==> src/rtl/ysyx_25040101_pkg.sv <==
// Shared definitions for the multi-cycle control unit: opcodes, FSM states,
// immediate-select encodings and the decoder result payload.
package ysyx_25040101_pkg;

  localparam int unsigned XLEN  = 32;
  localparam int unsigned IMM_W = 6;
  localparam int unsigned OPC_W = 7;

  localparam logic [OPC_W-1:0] OPC_LUI    = 7'b0110111;
  localparam logic [OPC_W-1:0] OPC_AUIPC  = 7'b0010111;
  localparam logic [OPC_W-1:0] OPC_JAL    = 7'b1101111;
  localparam logic [OPC_W-1:0] OPC_JALR   = 7'b1100111;
  localparam logic [OPC_W-1:0] OPC_BRANCH = 7'b1100011;
  localparam logic [OPC_W-1:0] OPC_LOAD   = 7'b0000011;
  localparam logic [OPC_W-1:0] OPC_STORE  = 7'b0100011;
  localparam logic [OPC_W-1:0] OPC_OP_IMM = 7'b0010011;
  localparam logic [OPC_W-1:0] OPC_OP     = 7'b0110011;
  localparam logic [OPC_W-1:0] OPC_SYSTEM = 7'b1110011;

  localparam logic [XLEN-1:0] INST_EBREAK = 32'h0010_0073;

  // One-hot immediate selects; shamt reuses the I bit plus a marker bit.
  localparam logic [IMM_W-1:0] IMM_NONE  = 6'b000000;
  localparam logic [IMM_W-1:0] IMM_I     = 6'b100000;
  localparam logic [IMM_W-1:0] IMM_S     = 6'b010000;
  localparam logic [IMM_W-1:0] IMM_B     = 6'b001000;
  localparam logic [IMM_W-1:0] IMM_U     = 6'b000100;
  localparam logic [IMM_W-1:0] IMM_J     = 6'b000010;
  localparam logic [IMM_W-1:0] IMM_SHAMT = 6'b100001;

  typedef enum logic [2:0] {
    ST_IDLE,
    ST_FETCH,
    ST_DECODE,
    ST_EXECUTE,
    ST_MEMORY,
    ST_WRITEBACK,
    ST_HALT
  } state_e;

  // Per-instruction control class produced by the decoder.
  typedef struct packed {
    logic [IMM_W-1:0] imm_type;
    logic             rf_we;
    logic             mem;
    logic             store;
    logic             legal;
    logic             ebreak;
  } dec_t;

endpackage

==> src/rtl/ysyx_25040101_mc_ctrl_if.sv <==
// Core-side bus of the control unit: fetch handshake, data-memory handshake,
// instruction/immediate outputs, writeback strobes, status and counter.
// master: the control unit; slave: the surrounding datapath/memories.
interface ysyx_25040101_mc_ctrl_if;
  import ysyx_25040101_pkg::*;

  logic             ifu_req_o;
  logic             ifu_valid_i;
  logic [XLEN-1:0]  inst_i;
  logic [XLEN-1:0]  inst_o;
  logic [IMM_W-1:0] imm_type_o;
  logic             lsu_req_o;
  logic             lsu_we_o;
  logic             lsu_done_i;
  logic             rf_we_o;
  logic             pc_we_o;
  logic             halt_o;
  logic             illegal_o;
  logic [XLEN-1:0]  instret_o;

  modport master (
    output ifu_req_o, inst_o, imm_type_o, lsu_req_o, lsu_we_o,
           rf_we_o, pc_we_o, halt_o, illegal_o, instret_o,
    input  ifu_valid_i, inst_i, lsu_done_i
  );

  modport slave (
    input  ifu_req_o, inst_o, imm_type_o, lsu_req_o, lsu_we_o,
           rf_we_o, pc_we_o, halt_o, illegal_o, instret_o,
    output ifu_valid_i, inst_i, lsu_done_i
  );

endinterface

==> src/rtl/ysyx_25040101_ctrl_dec.sv <==
// Combinational opcode-class decoder.
//   inst  : registered instruction word
//   dec_c : immediate select, rf-write class, memory class, store flag,
//           legality and ebreak detection
module ysyx_25040101_ctrl_dec
  import ysyx_25040101_pkg::*;
(
  input  logic [XLEN-1:0] inst,
  output dec_t            dec_c
);

  logic [OPC_W-1:0] opcode;
  logic [2:0]       funct3;

  assign opcode = inst[6:0];
  assign funct3 = inst[14:12];

  always_comb begin
    dec_c = '0;
    case (opcode)
      OPC_LUI, OPC_AUIPC: begin
        dec_c.imm_type = IMM_U;
        dec_c.rf_we    = 1'b1;
        dec_c.legal    = 1'b1;
      end
      OPC_JAL: begin
        dec_c.imm_type = IMM_J;
        dec_c.rf_we    = 1'b1;
        dec_c.legal    = 1'b1;
      end
      OPC_JALR: begin
        dec_c.imm_type = IMM_I;
        dec_c.rf_we    = 1'b1;
        dec_c.legal    = 1'b1;
      end
      OPC_LOAD: begin
        dec_c.imm_type = IMM_I;
        dec_c.rf_we    = 1'b1;
        dec_c.mem      = 1'b1;
        dec_c.legal    = 1'b1;
      end
      OPC_STORE: begin
        dec_c.imm_type = IMM_S;
        dec_c.mem      = 1'b1;
        dec_c.store    = 1'b1;
        dec_c.legal    = 1'b1;
      end
      OPC_BRANCH: begin
        dec_c.imm_type = IMM_B;
        dec_c.legal    = 1'b1;
      end
      OPC_OP_IMM: begin
        // slli/srli/srai carry a shift amount rather than a full immediate
        dec_c.imm_type = (funct3 == 3'b001 || funct3 == 3'b101) ? IMM_SHAMT : IMM_I;
        dec_c.rf_we    = 1'b1;
        dec_c.legal    = 1'b1;
      end
      OPC_OP: begin
        dec_c.rf_we = 1'b1;
        dec_c.legal = 1'b1;
      end
      OPC_SYSTEM: begin
        dec_c.legal  = 1'b1;
        dec_c.ebreak = (inst == INST_EBREAK);
      end
      default: ;
    endcase
  end

endmodule

==> src/rtl/ysyx_25040101_mc_ctrl.sv <==
// Multi-cycle control unit: Moore FSM sequencing fetch, decode, execute,
// memory and writeback, with the instruction register and retire counter.
//   clk, rst : clock and synchronous active-high reset
//   bus      : master side of the control bus (see interface)
// Strobes are registered from the next state so no input reaches them
// combinationally.
module ysyx_25040101_mc_ctrl
  import ysyx_25040101_pkg::*;
(
  input  logic                        clk,
  input  logic                        rst,
  ysyx_25040101_mc_ctrl_if.master     bus
);

  state_e          state_q, state_d;
  logic [XLEN-1:0] inst_q, inst_d;
  logic [XLEN-1:0] instret_q, instret_d;
  logic            ifu_req_q, ifu_req_d;
  logic            lsu_req_q, lsu_req_d;
  logic            lsu_we_q, lsu_we_d;
  logic            rf_we_q, rf_we_d;
  logic            pc_we_q, pc_we_d;
  logic            halt_q, halt_d;
  logic            illegal_q, illegal_d;
  dec_t            dec_c;

  ysyx_25040101_ctrl_dec u_dec (
    .inst  (inst_q),
    .dec_c (dec_c)
  );

  // State register and registered outputs.
  always_ff @(posedge clk) begin
    if (rst) begin
      state_q   <= ST_IDLE;
      inst_q    <= '0;
      instret_q <= '0;
      ifu_req_q <= 1'b0;
      lsu_req_q <= 1'b0;
      lsu_we_q  <= 1'b0;
      rf_we_q   <= 1'b0;
      pc_we_q   <= 1'b0;
      halt_q    <= 1'b0;
      illegal_q <= 1'b0;
    end else begin
      state_q   <= state_d;
      inst_q    <= inst_d;
      instret_q <= instret_d;
      ifu_req_q <= ifu_req_d;
      lsu_req_q <= lsu_req_d;
      lsu_we_q  <= lsu_we_d;
      rf_we_q   <= rf_we_d;
      pc_we_q   <= pc_we_d;
      halt_q    <= halt_d;
      illegal_q <= illegal_d;
    end
  end

  // Next state plus next values of the registered outputs.
  always_comb begin
    state_d   = state_q;
    inst_d    = inst_q;
    instret_d = instret_q;
    halt_d    = halt_q;
    illegal_d = illegal_q;

    case (state_q)
      ST_IDLE: state_d = ST_FETCH;
      ST_FETCH: begin
        if (bus.ifu_valid_i) begin
          inst_d  = bus.inst_i;
          state_d = ST_DECODE;
        end
      end
      ST_DECODE: begin
        if (dec_c.ebreak) begin
          state_d = ST_HALT;
          halt_d  = 1'b1;
        end else if (!dec_c.legal) begin
          state_d   = ST_HALT;
          illegal_d = 1'b1;
        end else begin
          state_d = ST_EXECUTE;
        end
      end
      ST_EXECUTE: state_d = dec_c.mem ? ST_MEMORY : ST_WRITEBACK;
      ST_MEMORY: begin
        if (bus.lsu_done_i) state_d = ST_WRITEBACK;
      end
      ST_WRITEBACK: begin
        instret_d = instret_q + XLEN'(1);
        state_d   = ST_FETCH;
      end
      ST_HALT: state_d = ST_HALT;
      default: state_d = ST_IDLE;
    endcase

    // inst_q is stable from DECODE onward, so the class bits are valid here.
    ifu_req_d = (state_d == ST_FETCH);
    lsu_req_d = (state_d == ST_MEMORY);
    lsu_we_d  = (state_d == ST_MEMORY) && dec_c.store;
    rf_we_d   = (state_d == ST_WRITEBACK) && dec_c.rf_we;
    pc_we_d   = (state_d == ST_WRITEBACK);
  end

  assign bus.ifu_req_o  = ifu_req_q;
  assign bus.inst_o     = inst_q;
  assign bus.imm_type_o = dec_c.imm_type;
  assign bus.lsu_req_o  = lsu_req_q;
  assign bus.lsu_we_o   = lsu_we_q;
  assign bus.rf_we_o    = rf_we_q;
  assign bus.pc_we_o    = pc_we_q;
  assign bus.halt_o     = halt_q;
  assign bus.illegal_o  = illegal_q;
  assign bus.instret_o  = instret_q;

endmodule
==> src/flat_wrapper.sv <==
// flat-port wrapper written by rule: the top's interface ports become plain ports
module ysyx_25040101_mc_ctrl_flat import ysyx_25040101_pkg::*;
  (clk, rst, bus_ifu_req_o, bus_inst_o, bus_imm_type_o, bus_lsu_req_o, bus_lsu_we_o, bus_rf_we_o, bus_pc_we_o, bus_halt_o, bus_illegal_o, bus_instret_o, bus_ifu_valid_i, bus_inst_i, bus_lsu_done_i);
  ysyx_25040101_mc_ctrl_if bus_i ();
  input  logic clk;
  input  logic rst;
  output wire logic [$bits(bus_i.ifu_req_o)-1:0] bus_ifu_req_o;
  output wire logic [$bits(bus_i.inst_o)-1:0] bus_inst_o;
  output wire logic [$bits(bus_i.imm_type_o)-1:0] bus_imm_type_o;
  output wire logic [$bits(bus_i.lsu_req_o)-1:0] bus_lsu_req_o;
  output wire logic [$bits(bus_i.lsu_we_o)-1:0] bus_lsu_we_o;
  output wire logic [$bits(bus_i.rf_we_o)-1:0] bus_rf_we_o;
  output wire logic [$bits(bus_i.pc_we_o)-1:0] bus_pc_we_o;
  output wire logic [$bits(bus_i.halt_o)-1:0] bus_halt_o;
  output wire logic [$bits(bus_i.illegal_o)-1:0] bus_illegal_o;
  output wire logic [$bits(bus_i.instret_o)-1:0] bus_instret_o;
  input wire logic [$bits(bus_i.ifu_valid_i)-1:0] bus_ifu_valid_i;
  input wire logic [$bits(bus_i.inst_i)-1:0] bus_inst_i;
  input wire logic [$bits(bus_i.lsu_done_i)-1:0] bus_lsu_done_i;
  assign bus_ifu_req_o = bus_i.ifu_req_o;
  assign bus_inst_o = bus_i.inst_o;
  assign bus_imm_type_o = bus_i.imm_type_o;
  assign bus_lsu_req_o = bus_i.lsu_req_o;
  assign bus_lsu_we_o = bus_i.lsu_we_o;
  assign bus_rf_we_o = bus_i.rf_we_o;
  assign bus_pc_we_o = bus_i.pc_we_o;
  assign bus_halt_o = bus_i.halt_o;
  assign bus_illegal_o = bus_i.illegal_o;
  assign bus_instret_o = bus_i.instret_o;
  assign bus_i.ifu_valid_i = bus_ifu_valid_i;
  assign bus_i.inst_i = bus_inst_i;
  assign bus_i.lsu_done_i = bus_lsu_done_i;
  ysyx_25040101_mc_ctrl u_core (.clk(clk), .rst(rst), .bus(bus_i));
endmodule
==> config.mk <==
export PLATFORM = sky130hd
export DESIGN_NAME = ysyx_25040101_mc_ctrl_flat
export DESIGN_NICKNAME = d
export VERILOG_FILES = /design/src/rtl/ysyx_25040101_pkg.sv /design/src/rtl/ysyx_25040101_mc_ctrl_if.sv /design/src/rtl/ysyx_25040101_ctrl_dec.sv /design/src/rtl/ysyx_25040101_mc_ctrl.sv /design/src/flat_wrapper.sv
export SDC_FILE = /design/constraint.sdc
export NUM_CORES = 1
export LEC_CHECK = 0
export CORE_MARGIN = 2
export CORE_UTILIZATION = 45
export DETAILED_ROUTE_END_ITERATION = 7
export GPL_TIMING_DRIVEN = 0
export PLACE_DENSITY = 0.85
export SETUP_SLACK_MARGIN = 0.02
export SLEW_MARGIN = 20
export SYNTH_ARGS = -nofsm -noshare
export SYNTH_HDL_FRONTEND = slang
export SYNTH_SLANG_ARGS = --single-unit
==> constraint.sdc <==
create_clock -name clk -period 5.5 [get_ports clk]
set_input_delay 0.825 -clock clk [delete_from_list [all_inputs] [get_ports clk]]
set_output_delay 0.825 -clock clk [all_outputs]
set_load 0.005 [all_outputs]
== Word level (Yosys, flattened, before mapping) ==
Cells that the tools add are included.

* Input bits: 36
* Flip-flop bits (word level): 74
* Logic and storage cells: 61

* Muxes and demuxes: 13
* Reduce and logical (&&, ||, !) cells: 13
* Add/sub/neg operators: 1
* Bitwise operators: 2
* Eq/ne operators: 22

{| class="wikitable"
|+ Operators with widths
! kind !! number
|-
| $pmux W6 S6 || 1
|-
| $add A32 B1 Y32 const B || 1
|-
| $eq A32 B21 Y1 const B || 1
|-
| $eq A7 B7 Y1 const B || 4
|-
| $eq A7 B6 Y1 const B || 3
|-
| $eq A3 B3 Y1 const B || 6
|-
| $pmux W3 S6 || 1
|-
| $eq A7 B5 Y1 const B || 2
|-
| $mux W3 || 4
|-
| $reduce_or A10 Y1 || 1
|-
| $eq A3 B1 Y1 const B || 3
|-
| $reduce_or A2 Y1 || 4
|-
| $eq A7 B2 Y1 const B || 1
|-
| $mux W1 || 7
|-
| $reduce_or A7 Y1 || 1
|-
| $eq A3 B2 Y1 const B || 2
|-
| $reduce_and A2 Y1 || 2
|-
| $logic_not A3 Y1 || 1
|-
| $reduce_and A3 Y1 || 1
|-
| $logic_and A1 B1 Y1 || 2
|-
| $not A1 Y1 || 2
|-
| $logic_or A1 B1 Y1 || 1
|}

== Depth between registers and ports, before layout ==
Gate-level depths: netlist of the first run.

* Depth in word-level cells: 8
* Mapped depth: 8
* Gate-level depth less buffers: 6

== Hierarchy ==
Synthesis of the first run repeated with hierarchy kept, for this count alone.

* Cells, all modules: 395
* Area, all modules: 3308.2 µm²

{| class="wikitable"
|+ Modules (own cells, without submodules)
! module !! times used !! seq. area each (µm²) !! area an instance (µm²) !! cells each
|-
| ysyx_25040101_mc_ctrl || 1 || 1481.4 || 3091.7 || 360
|-
| ysyx_25040101_ctrl_dec || 1 || 0.0 || 216.5 || 35
|}

== Worst setup path before layout of the first run ==
OpenSTA, ideal clock, no wires.

* Kind: register to output
* From: reg u_core.inst_q[3] (netlist: u_core.bus.inst_o[3])
* To: out bus_imm_type_o[4]
* Cell stages (with the launch flop): 4
* Arrival time: 1285 ps
* Buffers on the path: 1
* Setup slack: 3390 ps
* Cells stage by stage: dfxtp_1 > clkbuf_1 > or4_1 > nor3b_1

* Longest elaborated chain between the ends: 3

{| class="wikitable"
|+ Ends and longest elaborated chain
! what !! RTL line !! text
|-
| start: declaration || ysyx_25040101_mc_ctrl.sv:16 || <nowiki>logic [XLEN-1:0] inst_q, inst_d;</nowiki>
|-
| start signal: assignment || ysyx_25040101_mc_ctrl.sv:47 || <nowiki>inst_q <= inst_d;</nowiki>
|-
| $eq A7 B2 Y1, or another cell as far along || ysyx_25040101_ctrl_dec.sv:20 || <nowiki>case (opcode)</nowiki>
|-
| $reduce_or A2 Y1 (on tied branches) || - ||
|-
| $pmux W6 S6 * || ysyx_25040101_ctrl_dec.sv:20 ||
|-
| end: declaration || flat_wrapper.sv:9 || <nowiki>output wire logic [$bits(bus_i.imm_type_o)-1:0] bus_imm_type_o;</nowiki>
|}

Mark *: on every way between the ends. The rest lies on a longest branch, timed or not.

== Final worst setup path of the first run ==
Ends and elaborated chain as after synthesis.

==> results by group, run 1 <==
STA
  – Period utilization: 56.8%
  – Unrepaired setup endpoints after global routing: false
  – Pins over their slew limit: 0
  – Max-slew headroom at the worst pin: 63.3%
  – Slew at the pin closest to its max-slew limit: 0.541 ns
  – Endpoints failing hold: 0
  – Setup TNS: 0 ns
  – Final setup fails: 0
  – Clock skew: 0.0118 ns
  – Max frequency: 320 MHz
  – Final min period: 3.13 ns

Synth
  – Area share of fa/ha/maj cells after synthesis: 0.397%
  – Post-synth top flop: dfxtp_1
  – Register bit total from synthesis: 74
  – EDFF count, synth: 0
  – Mapped cell area: 3150 um2
  – Seq/Total Area, Yosys: 47.0%
  – Multiplexer share of the synthesized area: 0.635%
  – Post-synth ARST share: 0%
  – Yosys warnings: 0
  – Post-Syn Nets: 418
  – Largest family of logic cells by synthesized area: simple AND/OR/NAND/NOR gates
  – Complex-gate fraction of the synthesized area: 10.1%
  – Syn Area/Cell: 8.28 um2
  – Synth Area in Simple Gates: 30.2%
  – Synth Instances: 381
  – Post-synth cell types: 47
  – Xor and xnor area share after synthesis: 6.94%

Worst setup path
  – CP Capture Type: output pin
  – Worst Reg2Reg Path Length in Cells: 7
  – CP required: 4.68 ns
  – RR Startpoint: u_core.bus.instret_o[9]
  – Reg2reg setup slack: 3.51 ns
  – CP arrival: 2.30 ns
  – Startpoint types: flip-flop
  – Worst r2r dst: u_core.bus.instret_o[29]
  – CP Class: reg2out
  – Crit path to: bus_imm_type_o[4]
  – Worst setup path startpoint: u_core.bus.inst_o[3]
  – Worst Path Max Fanout: 8

Routing
  – Drt first pass iters: 4
  – DRC viols: 0
  – Post-route ant nets: 0
  – Vias: 3,163
  – Drt wl/cell: 14.2 um
  – Drt total wl: 8570 um
  – Via/cell ratio: 5.24
  – 1st-iter DRT viols: 124

Die
  – Cell Rows: 30
  – Die area: 7690 um2
  – Die Ht: 87.7 um
  – Core ar.: 6790 um2
  – Die W: 87.7 um
  – Starting Density: 46.4%
  – Ports: 113

Global route
  – Initial antenna violation count: 0
  – GRT Total Usage: 23.0%
  – Number of global-route vias before repair: 2,958
  – Total gr overflow: 0
  – First-pass GRT wire length: 14,000 um
  – Pin count of the biggest net entering global routing: 14

Clock network
  – Postcts setup bufs: 0
  – CTS Root Cell: clkbuf_8
  – CTS tree: yes
  – CTS Hold Bufs: 0
  – Cts repair resizes: 0
  – Clock latency at the later pin of the worst-skew pair: 0.35 ns
  – Total CTS buffers: 9
  – Clk buf depth: 2
  – CTS clock-pin slew for the worst setup and hold paths: 0.07 ns
  – Clock sinks: 74
  – CTS H-tree depth: 3

Place
  – RD Place Congestion: 0.895
  – IO buf count: 111
  – Hpwl dp: 6380 um

Job
  – Max_cap viols: 0

Finish
  – FF/Latch Area: 1480 um2
  – Diodes inserted: 0
  – Total Nets Final: 540
  – Fraction of layout instances using a drive strength above 1: 4.53%
  – Fillers: 563
  – Area added between synthesis and finish: 46.7%
  – Area of the multi-input gates: 1520 um2

Power and ir drop
  – PwrDens: 264 nW/um2
  – Pleak: 1.61 nW
  – Total power: 0.00122 W
  – Worst vdd ir: 0.175 mV

Hold path
  – HP Class: reg2reg

Run status
  – Status: completed
[kinds of logic after synthesis]
logic type,Yosys count
buffers and inverters,31
adder cells (fa/ha/maj),1
multiplexers,2
XOR/XNOR,25
flip-flops,74
AO/OA/AOI/OAI,57
AND/OR/NAND/NOR,191
[synthesized netlist by cell type (2+ instances only)]
master	count	area, um2
nand3_1	14	70.1
and2_1	4	25.0
buf_1	2	7.51
dfxtp_1	74	1480
and4b_1	2	20.0
nor4_1	5	31.3
or4_1	3	22.5
and4_1	5	43.8
nor4b_1	2	17.5
xor2_1	19	166
nor3b_1	2	15.0
nor2_1	42	158
o21ai_0	4	20.0
nand4_1	10	62.6
and3_1	6	37.5
a21oi_1	42	210
or3_1	5	31.3
clkbuf_1	18	67.6
nand4b_1	3	26.3
nor3_1	4	20.0
buf_6	2	22.5
o31ai_1	2	15.0
mux2i_1	2	20.0
buf_4	2	15.0
xnor2_1	6	52.6
inv_1	6	22.5
nand2_1	75	282
[report_power, final]
group          total, W  leakage, nW  switching, W  internal (W)
Clock          0.000510        0.113      0.000207      0.000303
Sequential     0.000571        0.600     0.0000165      0.000554
Combinational  0.000139        0.894     0.0000644     0.0000749
Total           0.00122         1.61      0.000288      0.000932
[critical path: stages, from the launching register on]
cell             delay (ns)
dfxtp_1                0.31
clkbuf_1               0.18
or4_1                  0.60
nor3b_1                0.29
clkdlybuf4s50_1        0.58
[cell type report]
type / count / area share [%]
clock buffer: 10 / 2.76
clock inverter: 6 / 2.46
sequential: 74 / 32.0
timing repair buffer: 111 / 24.0
inverter: 6 / 0.487
buffer: 25 / 2.76
tap: 96 / 2.60
multi-input combinational: 276 / 32.9
[placed cells by master (no fill, tap or decap), types with 6 or more instances in the layout]
cell             count
clkbuf_8             9
and3_1               6
nand3_1             14
clkdlybuf4s50_1    111
inv_1                6
a21oi_1             42
clkbuf_1            19
dfxtp_1             74
nand2_1             75
nand4_1             10
xor2_1              19
nor2_1              42
xnor2_1              6
[per-layer routing]
layer / track usage [%] / part of all wire [%] / wire [um]
met3: 3.58 / 4.4 / 380
met5: 0 / 0 / 0
met1: 29.1 / 43 / 3660
met2: 38.6 / 50 / 4330
met4: 10.3 / 2.4 / 208
[worst min path at each step]
stage | from | cells past startpoint | end | slack [ns]
global placement | u_core.bus.illegal_o | 2 | u_core.bus.illegal_o | 0.45
CTS | u_core.bus.inst_o[10] | 2 | u_core.bus.inst_o[10] | 0.48
detailed placement | u_core.bus.inst_o[9] | 2 | u_core.bus.inst_o[9] | 0.47
floorplan | u_core.bus.illegal_o | 2 | u_core.bus.illegal_o | 0.46
global route | u_core.bus.halt_o | 2 | u_core.bus.halt_o | 0.50
finish | u_core.bus.halt_o | 2 | u_core.bus.halt_o | 0.48
[stage by stage]
step | cell area, um2 | utilization [%] | hold slack [ns] | instances | setup slack [ns]
after global routing | 4630 | 68.1 | 0.497 | 604 | 2.28
after CTS | 4630 | 68.1 | 0.476 | 604 | 2.37
after floorplan | 3150 | - | 0.460 | 381 | 3.39
final | 4630 | 68.1 | 0.480 | 604 | 2.37
after global placement | 4380 | 64.5 | 0.450 | 588 | 2.78
after detailed placement | 4380 | 64.5 | 0.467 | 588 | 2.73
(Power assumes the default switching activity.)
==> run 2: changes to the inputs <==
--- a/config.mk
+++ b/config.mk
@@ -6,10 +6,10 @@
 export NUM_CORES = 1
 export LEC_CHECK = 0
 export CORE_MARGIN = 2
-export CORE_UTILIZATION = 45
+export CORE_UTILIZATION = 40
 export DETAILED_ROUTE_END_ITERATION = 7
 export GPL_TIMING_DRIVEN = 0
-export PLACE_DENSITY = 0.85
+export PLACE_DENSITY = 0.81
 export SETUP_SLACK_MARGIN = 0.02
 export SLEW_MARGIN = 20
 export SYNTH_ARGS = -nofsm -noshare
==> constraint.sdc (replaced) <==
create_clock -name clk -period 2.85 [get_ports clk]
set_input_delay 0.4275 -clock clk [delete_from_list [all_inputs] [get_ports clk]]
set_output_delay 0.4275 -clock clk [all_outputs]
set_load 0.005 [all_outputs]
==> run 2 against run 1 <==
Sequential power is 93% higher. Largest power group unchanged. Critical path depth stayed put. Sequential share of layout area hardly changed. Flip-flop and latch count stayed put. Setup slack worse by 2.2 ns. Combinational power is 91% higher. Clock skew is 0.0018 ns lower. Register-to-register slack worse by 2.7 ns. Via count is 3.5% lower. Die area is 12% higher. First-iteration DRC count is 21% lower.
==> results by group, run 2 (synthesis gave the netlist of run 1 again) <==
Global route
  – Pin count of the biggest net entering global routing: 14 (unchanged)
  – GRT Total Usage: 19.8% (-3.2 points)
  – Initial antenna violation count: 0 (unchanged)
  – Number of global-route vias before repair: 2,999 (+1.4%)
  – Total gr overflow: 0 (unchanged)
  – First-pass GRT wire length: 13,800 um (-1.5%)

Die
  – Starting Density: 41.0% (-5.4 points)
  – Die Ht: 92.8 um (+5.8%)
  – Die area: 8610 um2 (+12%)
  – Core ar.: 7690 um2 (+13%)
  – Die W: 92.8 um (+5.8%)
  – Ports: 113 (unchanged)
  – Cell Rows: 32 (+6.7%)

Finish
  – Most frequent cells in the layout: clkdlybuf4s50_1 (111), nand2_1 (75), dfxtp_1 (74), nor2_1 (42), a21oi_1 (42)
  – Total Nets Final: 540 (unchanged)
  – Fin area: 4620 um2 (about the same)
  – Core Util, Final: 60.2% (-7.9 points)
  – Fraction of layout instances using a drive strength above 1: 4.92% (+0.39 points)
  – Diodes inserted: 0 (unchanged)
  – Most common cell after layout, fill and taps aside: clkdlybuf4s50_1
  – Area added between synthesis and finish: 46.7% (about the same)

STA
  – Final min period: 2.65 ns
  – Pins over their slew limit: 0 (unchanged)
  – Max-slew headroom at the worst pin: 67.1% (+3.7 points)
  – Clock skew: 0.00998 ns (-0.00184 ns)
  – Slew at the pin closest to its max-slew limit: 0.494 ns (-0.0473 ns)
  – Final setup fails: 0 (unchanged)
  – Endpoints failing hold: 0 (unchanged)
  – Setup TNS: 0 ns (unchanged)
  – Max frequency: 378 MHz
  – Unrepaired setup endpoints after global routing: false
  – Worst hold slack: 0.478 ns (-0.00193 ns)
  – Period utilization: 92.9%

Worst setup path
  – CP Class: reg2out
  – Startpoint types: flip-flop
  – Reg2reg setup slack: 0.85 ns (-2.66 ns)
  – Worst Path Max Fanout: 8 (unchanged)
  – Worst path max stage delay: 0.61 ns (about the same)
  – RR Startpoint: u_core.bus.instret_o[9]
  – Slowest CP cell: or4_1
  – CP Capture Type: output pin
  – Worst Reg2Reg Path Length in Cells: 7 (unchanged)
  – Worst-path cell chain: clkbuf_1, or4_1, nor3b_2, clkdlybuf4s50_1
  – Worst setup path startpoint: u_core.bus.inst_o[3]
  – CP required: 2.42 ns (-2.26 ns)
  – CP arrival: 2.22 ns (-0.08 ns)

Clock network
  – Clk buf depth: 2 (unchanged)
  – CTS clock-pin slew for the worst setup and hold paths: 0.08 ns (about the same)
  – Clock latency at the later pin of the worst-skew pair: 0.34 ns (about the same)
  – Postcts setup bufs: 0 (unchanged)
  – Clock sinks: 74 (unchanged)
  – CTS Root Cell: clkbuf_8
  – CTS H-tree depth: 3 (unchanged)
  – Total CTS buffers: 9 (unchanged)
  – CTS tree: yes

Hold path
  – HP Class: reg2reg
  – Min-Delay Startpoint: u_core.bus.inst_o[24]
  – Hold Path Depth: 2 (unchanged)

Power and ir drop
  – PwrDens: 493 nW/um2 (+87%)
  – Pleak: 1.61 nW (about the same)
  – Worst vdd ir: 0.294 mV (+68%)

Routing
  – Via/cell ratio: 5.00 (-4.5%)
  – Drt total wl: 8430 um (-1.7%)
  – Drt first pass iters: 4 (unchanged)
  – DRC viols: 0 (unchanged)
  – Post-route ant nets: 0 (unchanged)
  – Drt wl/cell: 13.8 um (-2.6%)
  – 1st-iter DRT viols: 98 (-21%)
  – Vias: 3,051 (-3.5%)

Run status
  – Status: completed

Place
  – Post-DP Area: 4390 um2 (+0.17%)
  – Hpwl dp: 6330 um (-0.71%)
  – RD Place Congestion: 0.790 (-12%)
  – IO buf count: 111 (unchanged)

Job
  – Max_cap viols: 0 (unchanged)
==> run 2: cell count changes in the layout (fill, tap and decap cells not counted) <==
| cell | previous run | this run |
|---|---|---|
| bufinv_16 | 3 | 2 |
| clkinv_4 | 0 | 2 |
| clkinv_2 | 0 | 1 |
| clkinvlp_4 | 2 | 1 |
| nor3b_2 | 0 | 1 |
| clkbuf_1 | 19 | 18 |
| clkbuf_8 | 9 | 10 |
| inv_6 | 1 | 0 |
| nor3b_1 | 2 | 1 |
==> run 2: per-stage QoR <==
step / power [W] / worst slack (ns) / instances
floorplan: 0.00124 / 1.03 / 381
global placement: 0.00138 / 0.445 / 594
detailed placement: 0.00139 / 0.463 / 594
CTS: 0.00229 / 0.0752 / 610
global route: 0.00238 / 0.0531 / 610
finish: 0.00228 / 0.202 / 610
==> run 2: area by class of cell <==
type	instances	area, um2
clock buffer	10	138
inverter	6	22.5
clock inverter	6	90.1
sequential	74	1480
buffer	25	128
timing repair buffer	111	1110
tap	102	128
fill	704	3060
multi-input combinational	276	1530
==> run 2: what timing repair did <==
| action | CTS | global route |
|---|---|---|
| endpoints found under the setup margin | 0 | 1 |
| gates resized for setup | 0 | 1 |
| hold buffers | 0 | 0 |
==> run 2: per-layer routing <==
metal	part of all wire, %	global-route usage, %
met2	48	34.2
met5	0	0
met4	1.5	7.84
met3	5.6	4.88
met1	45	23.6
==> run 2: path summary, 6_finish.rpt <==
path                                                 end
worst min-delay path               u_core.bus.inst_o[24]
worst min register to register     u_core.bus.inst_o[24]
worst max-delay path                   bus_imm_type_o[4]
worst max register to register  u_core.bus.instret_o[29]
==> run 2: report_power, final <==
part	switching, W	internal, W	leakage [nW]	total [W]
logic	0.000121	0.000145	0.894	0.000265
registers	0.0000319	0.00107	0.600	0.00110
clock network	0.000396	0.000519	0.112	0.000915
total	0.000549	0.00173	1.61	0.00228
==> run 2: critical path, delay by kind of cell (launching register included) <==
kind / cells / cell delay [ns]
buffers and inverters: 2 / 0.72
flip-flops: 1 / 0.32
AND/OR/NAND/NOR: 2 / 0.85
